## src/rtl/alu_reservation_station_pkg.sv

```systemverilog
// rtl/alu_reservation_station_pkg.sv - shared widths, instruction types and RS entry layout
package alu_reservation_station_pkg;

  localparam int DEF_TYPE_W  = 6;
  localparam int DEF_XLEN    = 32;
  localparam int DEF_TAG_W   = 4;
  localparam int DEF_RS_SIZE = 8;

  typedef enum logic [DEF_TYPE_W-1:0] {
    ITYPE_ADD  = 6'd1,
    ITYPE_SUB  = 6'd2,
    ITYPE_ADDI = 6'd3,
    ITYPE_BEQ  = 6'd8,
    ITYPE_BNE  = 6'd9,
    ITYPE_JAL  = 6'd16,
    ITYPE_JALR = 6'd17
  } rs_itype_e;

  // Entry layout at default widths, shared with the load/store buffer.
  typedef struct packed {
    logic                  busy;
    logic [DEF_TYPE_W-1:0] itype;
    logic [DEF_XLEN-1:0]   vj;
    logic [DEF_XLEN-1:0]   vk;
    logic [DEF_TAG_W-1:0]  qj;
    logic [DEF_TAG_W-1:0]  qk;
    logic                  qj_rdy;
    logic                  qk_rdy;
    logic [DEF_XLEN-1:0]   a;
    logic [DEF_XLEN-1:0]   pc;
    logic [DEF_TAG_W-1:0]  dest;
  } rs_entry_t;

endpackage

```

## src/rtl/alu_reservation_station_if.sv

```systemverilog
// rtl/alu_reservation_station_if.sv - issue, CDB and dispatch buses of the ALU reservation station
// master: decode/issue + CDB + execute side; slave: the reservation station.
interface alu_reservation_station_if
  import alu_reservation_station_pkg::*;
#(
  parameter int TYPE_W = DEF_TYPE_W,
  parameter int XLEN   = DEF_XLEN,
  parameter int TAG_W  = DEF_TAG_W
);
  logic              iss_valid_in;
  logic [TYPE_W-1:0] iss_type_in;
  logic [XLEN-1:0]   iss_vj_in;
  logic [XLEN-1:0]   iss_vk_in;
  logic              iss_qj_rdy_in;
  logic              iss_qk_rdy_in;
  logic [TAG_W-1:0]  iss_qj_in;
  logic [TAG_W-1:0]  iss_qk_in;
  logic [XLEN-1:0]   iss_a_in;
  logic [XLEN-1:0]   iss_pc_in;
  logic [TAG_W-1:0]  iss_dest_in;
  logic              full_out;

  logic              cdb_valid_in;
  logic [TAG_W-1:0]  cdb_tag_in;
  logic [XLEN-1:0]   cdb_value_in;

  logic              ex_valid_out;
  logic [TYPE_W-1:0] ex_type_out;
  logic [XLEN-1:0]   ex_vj_out;
  logic [XLEN-1:0]   ex_vk_out;
  logic [XLEN-1:0]   ex_a_out;
  logic [XLEN-1:0]   ex_pc_out;
  logic [TAG_W-1:0]  ex_dest_out;

  modport master (
    output iss_valid_in, iss_type_in, iss_vj_in, iss_vk_in, iss_qj_rdy_in, iss_qk_rdy_in,
           iss_qj_in, iss_qk_in, iss_a_in, iss_pc_in, iss_dest_in,
           cdb_valid_in, cdb_tag_in, cdb_value_in,
    input  full_out, ex_valid_out, ex_type_out, ex_vj_out, ex_vk_out, ex_a_out, ex_pc_out,
           ex_dest_out
  );

  modport slave (
    input  iss_valid_in, iss_type_in, iss_vj_in, iss_vk_in, iss_qj_rdy_in, iss_qk_rdy_in,
           iss_qj_in, iss_qk_in, iss_a_in, iss_pc_in, iss_dest_in,
           cdb_valid_in, cdb_tag_in, cdb_value_in,
    output full_out, ex_valid_out, ex_type_out, ex_vj_out, ex_vk_out, ex_a_out, ex_pc_out,
           ex_dest_out
  );
endinterface

```

## src/rtl/alu_reservation_station_rs_pick_ready.sv

```systemverilog
// rtl/alu_reservation_station_rs_pick_ready.sv - combinational priority selector over a request vector
// Macro RS_AGE_SELECT_EN: pick the oldest request by wrap-aware age stamp instead of lowest index.
// Ports: age_i (macro only) per-entry age stamps, req_i request vector, valid_o any request, idx_o winner.
module rs_pick_ready #(
  parameter int N     = 8,
  parameter int IDX_W = $clog2(N)
) (
`ifdef RS_AGE_SELECT_EN
  input  logic [N-1:0][$clog2(N):0] age_i,
`endif
  input  logic [N-1:0]              req_i,
  output logic                      valid_o,
  output logic [IDX_W-1:0]          idx_o
);

`ifdef RS_AGE_SELECT_EN
  localparam int AGE_W = $clog2(N) + 1;

  // Live stamps are fewer than N issues apart, so a negative difference means a is older.
  function automatic logic older(input logic [AGE_W-1:0] a, input logic [AGE_W-1:0] b);
    logic [AGE_W-1:0] diff;
    diff = a - b;
    return diff[AGE_W-1];
  endfunction
`endif

  logic             found;
  logic [IDX_W-1:0] sel;

  always_comb begin
    found = 1'b0;
    sel   = '0;
    for (int i = 0; i < N; i++) begin
`ifdef RS_AGE_SELECT_EN
      if (req_i[i] && (!found || older(age_i[i], age_i[sel]))) begin
`else
      if (req_i[i] && !found) begin
`endif
        found = 1'b1;
        sel   = IDX_W'(i);
      end
    end
  end

  assign valid_o = found;
  assign idx_o   = sel;

endmodule

```

## src/rtl/alu_reservation_station.sv

```systemverilog
// rtl/alu_reservation_station.sv - Tomasulo reservation station for ALU/branch/jump instructions
// Macro RS_AGE_SELECT_EN: oldest-ready dispatch using per-entry age stamps.
// Ports: clk_in clock, rst_n_in sync active-low reset, rdy_in global ready (low freezes state),
//        clear_in mispredict flush, bus slave side of alu_reservation_station_if
//        (issue request/full, CDB snoop, registered dispatch to the execute unit).
module alu_reservation_station
  import alu_reservation_station_pkg::*;
#(
  parameter int RS_SIZE = DEF_RS_SIZE,
  parameter int TAG_W   = DEF_TAG_W,
  parameter int TYPE_W  = DEF_TYPE_W,
  parameter int XLEN    = DEF_XLEN
) (
  input logic                      clk_in,
  input logic                      rst_n_in,
  input logic                      rdy_in,
  input logic                      clear_in,
  alu_reservation_station_if.slave bus
);

  localparam int IDX_W = $clog2(RS_SIZE);
  localparam int CNT_W = IDX_W + 1;

  typedef struct packed {
    logic              busy;
    logic [TYPE_W-1:0] itype;
    logic [XLEN-1:0]   vj;
    logic [XLEN-1:0]   vk;
    logic [TAG_W-1:0]  qj;
    logic [TAG_W-1:0]  qk;
    logic              qj_rdy;
    logic              qk_rdy;
    logic [XLEN-1:0]   a;
    logic [XLEN-1:0]   pc;
    logic [TAG_W-1:0]  dest;
  } entry_t;

  typedef struct packed {
    logic [TYPE_W-1:0] itype;
    logic [XLEN-1:0]   vj;
    logic [XLEN-1:0]   vk;
    logic [XLEN-1:0]   a;
    logic [XLEN-1:0]   pc;
    logic [TAG_W-1:0]  dest;
  } ex_t;

  entry_t           ent_q [RS_SIZE];
  entry_t           ent_d [RS_SIZE];
  entry_t           new_ent;
  logic [CNT_W-1:0] count_q, count_d;
  logic             full_q, full_d;
  logic             ex_valid_q, ex_valid_d;
  ex_t              ex_q, ex_d;

  logic [RS_SIZE-1:0] ready_vec, free_vec;
  logic               disp_valid, free_valid, issue_acc;
  logic [IDX_W-1:0]   disp_idx, free_idx;
  logic               byp_j, byp_k;

`ifdef RS_AGE_SELECT_EN
  logic [RS_SIZE-1:0][IDX_W:0] age_q, age_d;
  logic [IDX_W:0]              age_cnt_q, age_cnt_d;
`endif

  // Readiness is taken from registered state only, so a snoop never dispatches in its own cycle.
  always_comb begin
    for (int i = 0; i < RS_SIZE; i++) begin
      ready_vec[i] = ent_q[i].busy & ent_q[i].qj_rdy & ent_q[i].qk_rdy;
      free_vec[i]  = ~ent_q[i].busy;
    end
  end

  rs_pick_ready #(.N(RS_SIZE), .IDX_W(IDX_W)) u_pick_disp (
`ifdef RS_AGE_SELECT_EN
    .age_i   (age_q),
`endif
    .req_i   (ready_vec),
    .valid_o (disp_valid),
    .idx_o   (disp_idx)
  );

  // Equal stamps make the free-slot search fall back to lowest index.
  rs_pick_ready #(.N(RS_SIZE), .IDX_W(IDX_W)) u_pick_free (
`ifdef RS_AGE_SELECT_EN
    .age_i   ('0),
`endif
    .req_i   (free_vec),
    .valid_o (free_valid),
    .idx_o   (free_idx)
  );

  assign issue_acc = bus.iss_valid_in && !full_q && free_valid;

  // Issue-time bypass: an operand being broadcast this cycle is captured on entry.
  assign byp_j = bus.cdb_valid_in && !bus.iss_qj_rdy_in && (bus.cdb_tag_in == bus.iss_qj_in);
  assign byp_k = bus.cdb_valid_in && !bus.iss_qk_rdy_in && (bus.cdb_tag_in == bus.iss_qk_in);

  always_comb begin
    new_ent        = '0;
    new_ent.busy   = 1'b1;
    new_ent.itype  = bus.iss_type_in;
    new_ent.vj     = byp_j ? bus.cdb_value_in : bus.iss_vj_in;
    new_ent.vk     = byp_k ? bus.cdb_value_in : bus.iss_vk_in;
    new_ent.qj     = bus.iss_qj_in;
    new_ent.qk     = bus.iss_qk_in;
    new_ent.qj_rdy = bus.iss_qj_rdy_in | byp_j;
    new_ent.qk_rdy = bus.iss_qk_rdy_in | byp_k;
    new_ent.a      = bus.iss_a_in;
    new_ent.pc     = bus.iss_pc_in;
    new_ent.dest   = bus.iss_dest_in;
  end

  always_comb begin
    for (int i = 0; i < RS_SIZE; i++) begin
      ent_d[i] = ent_q[i];
      if (ent_q[i].busy && bus.cdb_valid_in) begin
        if (!ent_q[i].qj_rdy && ent_q[i].qj == bus.cdb_tag_in) begin
          ent_d[i].vj     = bus.cdb_value_in;
          ent_d[i].qj_rdy = 1'b1;
        end
        if (!ent_q[i].qk_rdy && ent_q[i].qk == bus.cdb_tag_in) begin
          ent_d[i].vk     = bus.cdb_value_in;
          ent_d[i].qk_rdy = 1'b1;
        end
      end
    end
    if (disp_valid) ent_d[disp_idx].busy = 1'b0;
    if (issue_acc)  ent_d[free_idx] = new_ent;

    count_d    = count_q + CNT_W'(issue_acc) - CNT_W'(disp_valid);
    full_d     = (count_d == CNT_W'(RS_SIZE));
    ex_valid_d = disp_valid;
    ex_d       = ex_q;
    if (disp_valid) begin
      ex_d.itype = ent_q[disp_idx].itype;
      ex_d.vj    = ent_q[disp_idx].vj;
      ex_d.vk    = ent_q[disp_idx].vk;
      ex_d.a     = ent_q[disp_idx].a;
      ex_d.pc    = ent_q[disp_idx].pc;
      ex_d.dest  = ent_q[disp_idx].dest;
    end
  end

`ifdef RS_AGE_SELECT_EN
  always_comb begin
    age_d     = age_q;
    age_cnt_d = age_cnt_q;
    if (issue_acc) begin
      age_d[free_idx] = age_cnt_q;
      age_cnt_d       = age_cnt_q + 1'b1;
    end
  end
`endif

  always_ff @(posedge clk_in) begin
    if (!rst_n_in) begin
      for (int i = 0; i < RS_SIZE; i++) ent_q[i] <= '0;
      count_q    <= '0;
      full_q     <= 1'b0;
      ex_valid_q <= 1'b0;
      ex_q       <= '0;
`ifdef RS_AGE_SELECT_EN
      age_q      <= '0;
      age_cnt_q  <= '0;
`endif
    end else if (rdy_in) begin
      if (clear_in) begin
        // Only busy matters after a flush; stale payloads are overwritten on reuse.
        for (int i = 0; i < RS_SIZE; i++) ent_q[i].busy <= 1'b0;
        count_q    <= '0;
        full_q     <= 1'b0;
        ex_valid_q <= 1'b0;
`ifdef RS_AGE_SELECT_EN
        age_cnt_q  <= '0;
`endif
      end else begin
        for (int i = 0; i < RS_SIZE; i++) ent_q[i] <= ent_d[i];
        count_q    <= count_d;
        full_q     <= full_d;
        ex_valid_q <= ex_valid_d;
        ex_q       <= ex_d;
`ifdef RS_AGE_SELECT_EN
        age_q      <= age_d;
        age_cnt_q  <= age_cnt_d;
`endif
      end
    end
  end

  assign bus.full_out     = full_q;
  assign bus.ex_valid_out = ex_valid_q;
  assign bus.ex_type_out  = ex_q.itype;
  assign bus.ex_vj_out    = ex_q.vj;
  assign bus.ex_vk_out    = ex_q.vk;
  assign bus.ex_a_out     = ex_q.a;
  assign bus.ex_pc_out    = ex_q.pc;
  assign bus.ex_dest_out  = ex_q.dest;

endmodule

```

## src/flat_wrapper.sv

```systemverilog
// flat-port wrapper written by rule: the top's interface ports become plain ports
module alu_reservation_station_flat import alu_reservation_station_pkg::*;
#(
  parameter int RS_SIZE = DEF_RS_SIZE,
  parameter int TAG_W   = DEF_TAG_W,
  parameter int TYPE_W  = DEF_TYPE_W,
  parameter int XLEN    = DEF_XLEN
)
  (clk_in, rst_n_in, rdy_in, clear_in, bus_iss_valid_in, bus_iss_type_in, bus_iss_vj_in, bus_iss_vk_in, bus_iss_qj_rdy_in, bus_iss_qk_rdy_in, bus_iss_qj_in, bus_iss_qk_in, bus_iss_a_in, bus_iss_pc_in, bus_iss_dest_in, bus_cdb_valid_in, bus_cdb_tag_in, bus_cdb_value_in, bus_full_out, bus_ex_valid_out, bus_ex_type_out, bus_ex_vj_out, bus_ex_vk_out, bus_ex_a_out, bus_ex_pc_out, bus_ex_dest_out);
  alu_reservation_station_if #(.TYPE_W(TYPE_W), .XLEN(XLEN), .TAG_W(TAG_W)) bus_i ();
  input logic clk_in;
  input logic rst_n_in;
  input logic rdy_in;
  input logic clear_in;
  input wire logic [$bits(bus_i.iss_valid_in)-1:0] bus_iss_valid_in;
  input wire logic [$bits(bus_i.iss_type_in)-1:0] bus_iss_type_in;
  input wire logic [$bits(bus_i.iss_vj_in)-1:0] bus_iss_vj_in;
  input wire logic [$bits(bus_i.iss_vk_in)-1:0] bus_iss_vk_in;
  input wire logic [$bits(bus_i.iss_qj_rdy_in)-1:0] bus_iss_qj_rdy_in;
  input wire logic [$bits(bus_i.iss_qk_rdy_in)-1:0] bus_iss_qk_rdy_in;
  input wire logic [$bits(bus_i.iss_qj_in)-1:0] bus_iss_qj_in;
  input wire logic [$bits(bus_i.iss_qk_in)-1:0] bus_iss_qk_in;
  input wire logic [$bits(bus_i.iss_a_in)-1:0] bus_iss_a_in;
  input wire logic [$bits(bus_i.iss_pc_in)-1:0] bus_iss_pc_in;
  input wire logic [$bits(bus_i.iss_dest_in)-1:0] bus_iss_dest_in;
  input wire logic [$bits(bus_i.cdb_valid_in)-1:0] bus_cdb_valid_in;
  input wire logic [$bits(bus_i.cdb_tag_in)-1:0] bus_cdb_tag_in;
  input wire logic [$bits(bus_i.cdb_value_in)-1:0] bus_cdb_value_in;
  output wire logic [$bits(bus_i.full_out)-1:0] bus_full_out;
  output wire logic [$bits(bus_i.ex_valid_out)-1:0] bus_ex_valid_out;
  output wire logic [$bits(bus_i.ex_type_out)-1:0] bus_ex_type_out;
  output wire logic [$bits(bus_i.ex_vj_out)-1:0] bus_ex_vj_out;
  output wire logic [$bits(bus_i.ex_vk_out)-1:0] bus_ex_vk_out;
  output wire logic [$bits(bus_i.ex_a_out)-1:0] bus_ex_a_out;
  output wire logic [$bits(bus_i.ex_pc_out)-1:0] bus_ex_pc_out;
  output wire logic [$bits(bus_i.ex_dest_out)-1:0] bus_ex_dest_out;
  assign bus_i.iss_valid_in = bus_iss_valid_in;
  assign bus_i.iss_type_in = bus_iss_type_in;
  assign bus_i.iss_vj_in = bus_iss_vj_in;
  assign bus_i.iss_vk_in = bus_iss_vk_in;
  assign bus_i.iss_qj_rdy_in = bus_iss_qj_rdy_in;
  assign bus_i.iss_qk_rdy_in = bus_iss_qk_rdy_in;
  assign bus_i.iss_qj_in = bus_iss_qj_in;
  assign bus_i.iss_qk_in = bus_iss_qk_in;
  assign bus_i.iss_a_in = bus_iss_a_in;
  assign bus_i.iss_pc_in = bus_iss_pc_in;
  assign bus_i.iss_dest_in = bus_iss_dest_in;
  assign bus_i.cdb_valid_in = bus_cdb_valid_in;
  assign bus_i.cdb_tag_in = bus_cdb_tag_in;
  assign bus_i.cdb_value_in = bus_cdb_value_in;
  assign bus_full_out = bus_i.full_out;
  assign bus_ex_valid_out = bus_i.ex_valid_out;
  assign bus_ex_type_out = bus_i.ex_type_out;
  assign bus_ex_vj_out = bus_i.ex_vj_out;
  assign bus_ex_vk_out = bus_i.ex_vk_out;
  assign bus_ex_a_out = bus_i.ex_a_out;
  assign bus_ex_pc_out = bus_i.ex_pc_out;
  assign bus_ex_dest_out = bus_i.ex_dest_out;
  alu_reservation_station #(.RS_SIZE(RS_SIZE), .TAG_W(TAG_W), .TYPE_W(TYPE_W), .XLEN(XLEN)) u_core (.clk_in(clk_in), .rst_n_in(rst_n_in), .rdy_in(rdy_in), .clear_in(clear_in), .bus(bus_i));
endmodule
```

## config.mk

```make
export PLATFORM = sky130hd
export DESIGN_NAME = alu_reservation_station_flat
export DESIGN_NICKNAME = d
export VERILOG_FILES = /design/src/rtl/alu_reservation_station_pkg.sv /design/src/rtl/alu_reservation_station_if.sv /design/src/rtl/alu_reservation_station_rs_pick_ready.sv /design/src/rtl/alu_reservation_station.sv /design/src/flat_wrapper.sv
export SDC_FILE = /design/constraint.sdc
export NUM_CORES = 2
export LEC_CHECK = 0
export BUFFER_PORTS_ARGS = -buffer_cell sky130_fd_sc_hd__buf_4
export CAP_MARGIN = 5
export CORE_ASPECT_RATIO = 1.75
export CORE_MARGIN = 2
export CORE_UTILIZATION = 37
export DETAILED_ROUTE_END_ITERATION = 10
export PLACE_DENSITY_LB_ADDON = 0.08
export SLEW_MARGIN = 0
export SYNTH_ARGS = -nofsm -noshare
export SYNTH_HDL_FRONTEND = slang
export SYNTH_SLANG_ARGS = --single-unit
```

## constraint.sdc

```tcl
create_clock -name clk_in -period 67.3 [get_ports clk_in]
set_input_delay 13.46 -clock clk_in [delete_from_list [all_inputs] [get_ports clk_in]]
set_output_delay 13.46 -clock clk_in [all_outputs]
set_load 0.01 [all_outputs]
```

==> impl_results.md <==
- Status: complete, no violations
- H-tree lvl count: 4
- Total of max-cap violations: 0
- Hold Path Depth: 1
- Power per cell area: 24.1 nW/um2
- Clock power frac: 41.6%
- R2R cell count: 9
- Worst path depth: 7
- Synth-to-Final Area Change: 11.0%
- CORE AREA: 200000 um2
- Clock buffer count from CTS: roughly 150
- Data required time at the worst endpoint: 67.80 ns
- Final Hold Violating Endpoints: 0
- Logic pwr share: 9.0%
- Vias post-DR: 54800
- Pin slew with the least headroom to its limit: 1.45 ns
- Setup bufs post-CTS: 0
- Total power: 1980 uW
- FMAX: 0.0564 GHz
- Power share of the sequential group: 49.4%
- Share of cells above drive strength 1: 15.0%
- Synthesized area: 74100 um2
- Most Frequent Cell on Critical Path: buf_4
- Die X: 342 um
- Final count of pins violating max slew: 0
- Mapped Nets: 7139
- Pint: between 1000 and 1500 uW
- Total global-route track usage: 24.8%
- CTS tree: done
- Register area share after synthesis: 52.1%
- Filler cells: a little under 20000
- First-pass GRT wire length: 382 mm
- Slowest-stage cell, CP: buf_4
- Post-synth top area cell: edfxtp_1
- Net Sw Frac: 25.2%
- Warning count from the yosys run: 0
- Post-synth EDFFs: 1191
- Sw power: roughly 500 uW
- Period utilisation layout: 26.3%
- R2R Path End: u_core.bus.ex_vk_out[28]
- Netlist cell types: 52
- Setup crit start kind: primary input
- Final Util: 41.2%
- TritonRoute pass-1 iters: 6
- I/O pin count: 330
- Main synth FF type: edfxtp_1
- Unrepaired setup endpoints after global routing: false
- Die Ht: 596 um
- Fin worst setup slack: 49.58 ns
- Avg Vias per Cell: roughly 5.8
- Largest net degree at the start of global routing: 241
- Most common cell in the netlist: nand2_1
- Avg Inst Size Synth: approximately 11 um2
- DRC: 0
- Gr ovfl total: 0
- Half-perimeter wire length after placement: 135 mm
- Top cell type's share of synthesized area: 48.2%
- Worst skew pair latency: 0.81 ns
- # setup viols final: 0
- Clock Skew: 0.0264 ns
- Crit Path Max Fanout: 240
- Maximum vdd drop: 0.0000200 V
- CP Capture Type: flip-flop
- CTS Buffer Depth: 4
- Initial core utilization: 37.2%
- Largest stage delay on the critical path: about 0.87 ns
- CP top delay family: buffers and inverters
- Vias in the first global route: 54700
- Worst-path clk slew: 0.07 ns
- #FFs+latches synth: 1336
- Worst reg2reg setup slack: 62.44 ns
- Post-route ant nets: 0
- Rows: ~220
- Die area: 204000 um2
- Clock sink count: 1336
- IO buf count: 329
- Cts hold-fix bufs: 0
- Wire length per cell: approximately 27 um
- Final wirelength: approximately 260 mm
- CTS root buf: clkbuf_16
- Worst path buffer plus inverter count: 5
- Crit Path Category: primary input to flip-flop
- Async set-reset flop share out of synthesis: 0%
- Min-delay src: u_core.count_q[0]
- Slew headroom: 3.57%
- Min Tclk post-route: between 15 and 20 ns
- Post-CTS sizing: 0
- Top post-synthesis cells by count: nand2_1, edfxtp_1, mux2i_1, a21oi_1, nor2_1
- CP cell instances: clkbuf_8 -> nand2_4 -> buf_12 -> buf_4 -> buf_4 -> buf_4 -> a21oi_1
- NumNets Final: 6955
- Post-Synthesis Cells: 6944
- Top cells by area, synth: edfxtp_1, mux2i_1, nand2_1, a21oi_1, dfxtp_1
- Worst EP arrival: 18.22 ns
- Antenna violations before repair: 29
- Number of DRC markers in iteration 0: 4817
- Worst Setup EP: u_core.ent_q[6][55]
- Critical R2R Launch: u_core.ent_q[2][148]
- Hold Crit Class: flip-flop to flip-flop
- GP Congestion: 0.751
- Leakage power: 0.0258 uW
- Setup Slack @ Placement: 48.89 ns
- Total Neg Setup Slack: 0 ns
- Critical Path Start: rst_n_in
[how the worst min path moves through the flow]
stage,endpoint,slack (ns)
2_1_floorplan,u_core.count_q[0],0.44
3_3_place_gp,u_core.count_q[3],0.46
3_5_place_dp,u_core.count_q[0],0.47
6_report,u_core.count_q[0],0.48
4_1_cts,u_core.count_q[3],0.49
5_1_grt,u_core.count_q[0],0.51
[registers in the layout (all words and copies together) (netlist names), 4 cells and up]
signal	count
u_core.ent_q	1192
u_core.bus.ex_a_out	32
u_core.bus.ex_dest_out	4
u_core.bus.ex_type_out	6
u_core.count_q	4
u_core.bus.ex_vj_out	32
u_core.bus.ex_pc_out	32
u_core.bus.ex_vk_out	32
[cell usage in the layout, fill, tap and decap left out, types with 5 or more instances in the layout]
master,netlist,layout
a211oi_2,192,192
o221a_1,41,41
nand2_1,1339,1336
buf_12,0,13
nand3_1,24,24
nor2_1,539,534
buf_4,65,422
dfxtp_1,145,145
xor2_1,18,18
bufinv_16,0,6
diode_2,0,7
a21oi_1,664,664
mux2_2,64,64
nor3_1,49,47
clkbuf_8,0,25
a211oi_1,321,321
o221ai_1,138,138
o21ai_0,9,9
clkinv_1,0,16
edfxtp_1,1191,1191
o22ai_1,143,142
clkinv_2,0,13
clkbuf_1,417,51
o221a_2,97,97
nor4_4,2,15
inv_1,16,16
clkbuf_16,0,154
mux2i_1,1064,1064
xnor2_1,51,51
nor2_4,0,5
[area by class of cell]
type                       count  area [um2]  area share (%)
sequential                  1336       38700            47.0
timing repair buffer         436        3440            4.18
tap                         2628        3290            3.99
clock buffer                 229        4380            5.32
inverter                      16        60.1          0.0730
antenna                        7        17.5          0.0213
clock inverter                40         355           0.432
multi-input combinational   4818       32100            39.0
[stage by stage]
step	cell area, um2	hold WS, ns	cells
global placement	77600	0.463	9234
global route	82300	0.508	9505
floorplan	74100	0.442	6944
CTS	82300	0.492	9503
detailed placement	77600	0.469	9234
finish	82300	0.483	9510
[power by group through the flow]
stage | combinational, uW | sequential [uW] | clock [uW]
after global routing | 193 | 986 | 868
after CTS | 180 | 980 | 843
after detailed placement | 179 | 997 | 0
after global placement | 178 | 995 | 0
final | 178 | 980 | 825
after floorplan | 118 | 1050 | 0
[layer usage]
metal | GRT usage [%] | wire length (um) | vias to the layer above
met5 | 0 | 203 | -
met4 | 6.30 | 6300 | 32
met3 | 4.09 | 15000 | 350
met2 | 43.6 | 132000 | 1713
met1 | 31.5 | 107000 | 27400
li1 | - | - | 25300
[cells by family (layout without fill, tap and decap cells)]
kind of cell	Yosys count	count (layout)	share of synthesized area, %
compound gates	1616	1616	16.1
xor+xnor	69	69	0.815
fa+ha+maj	5	5	0.0945
buf+inv	790	721	4.90
flops	1336	1336	52.1
mux	1128	1128	15.3
other cells	0	7	0
simple gates	2000	2000	10.6
No activity file was read; power rests on OpenSTA's default activity.
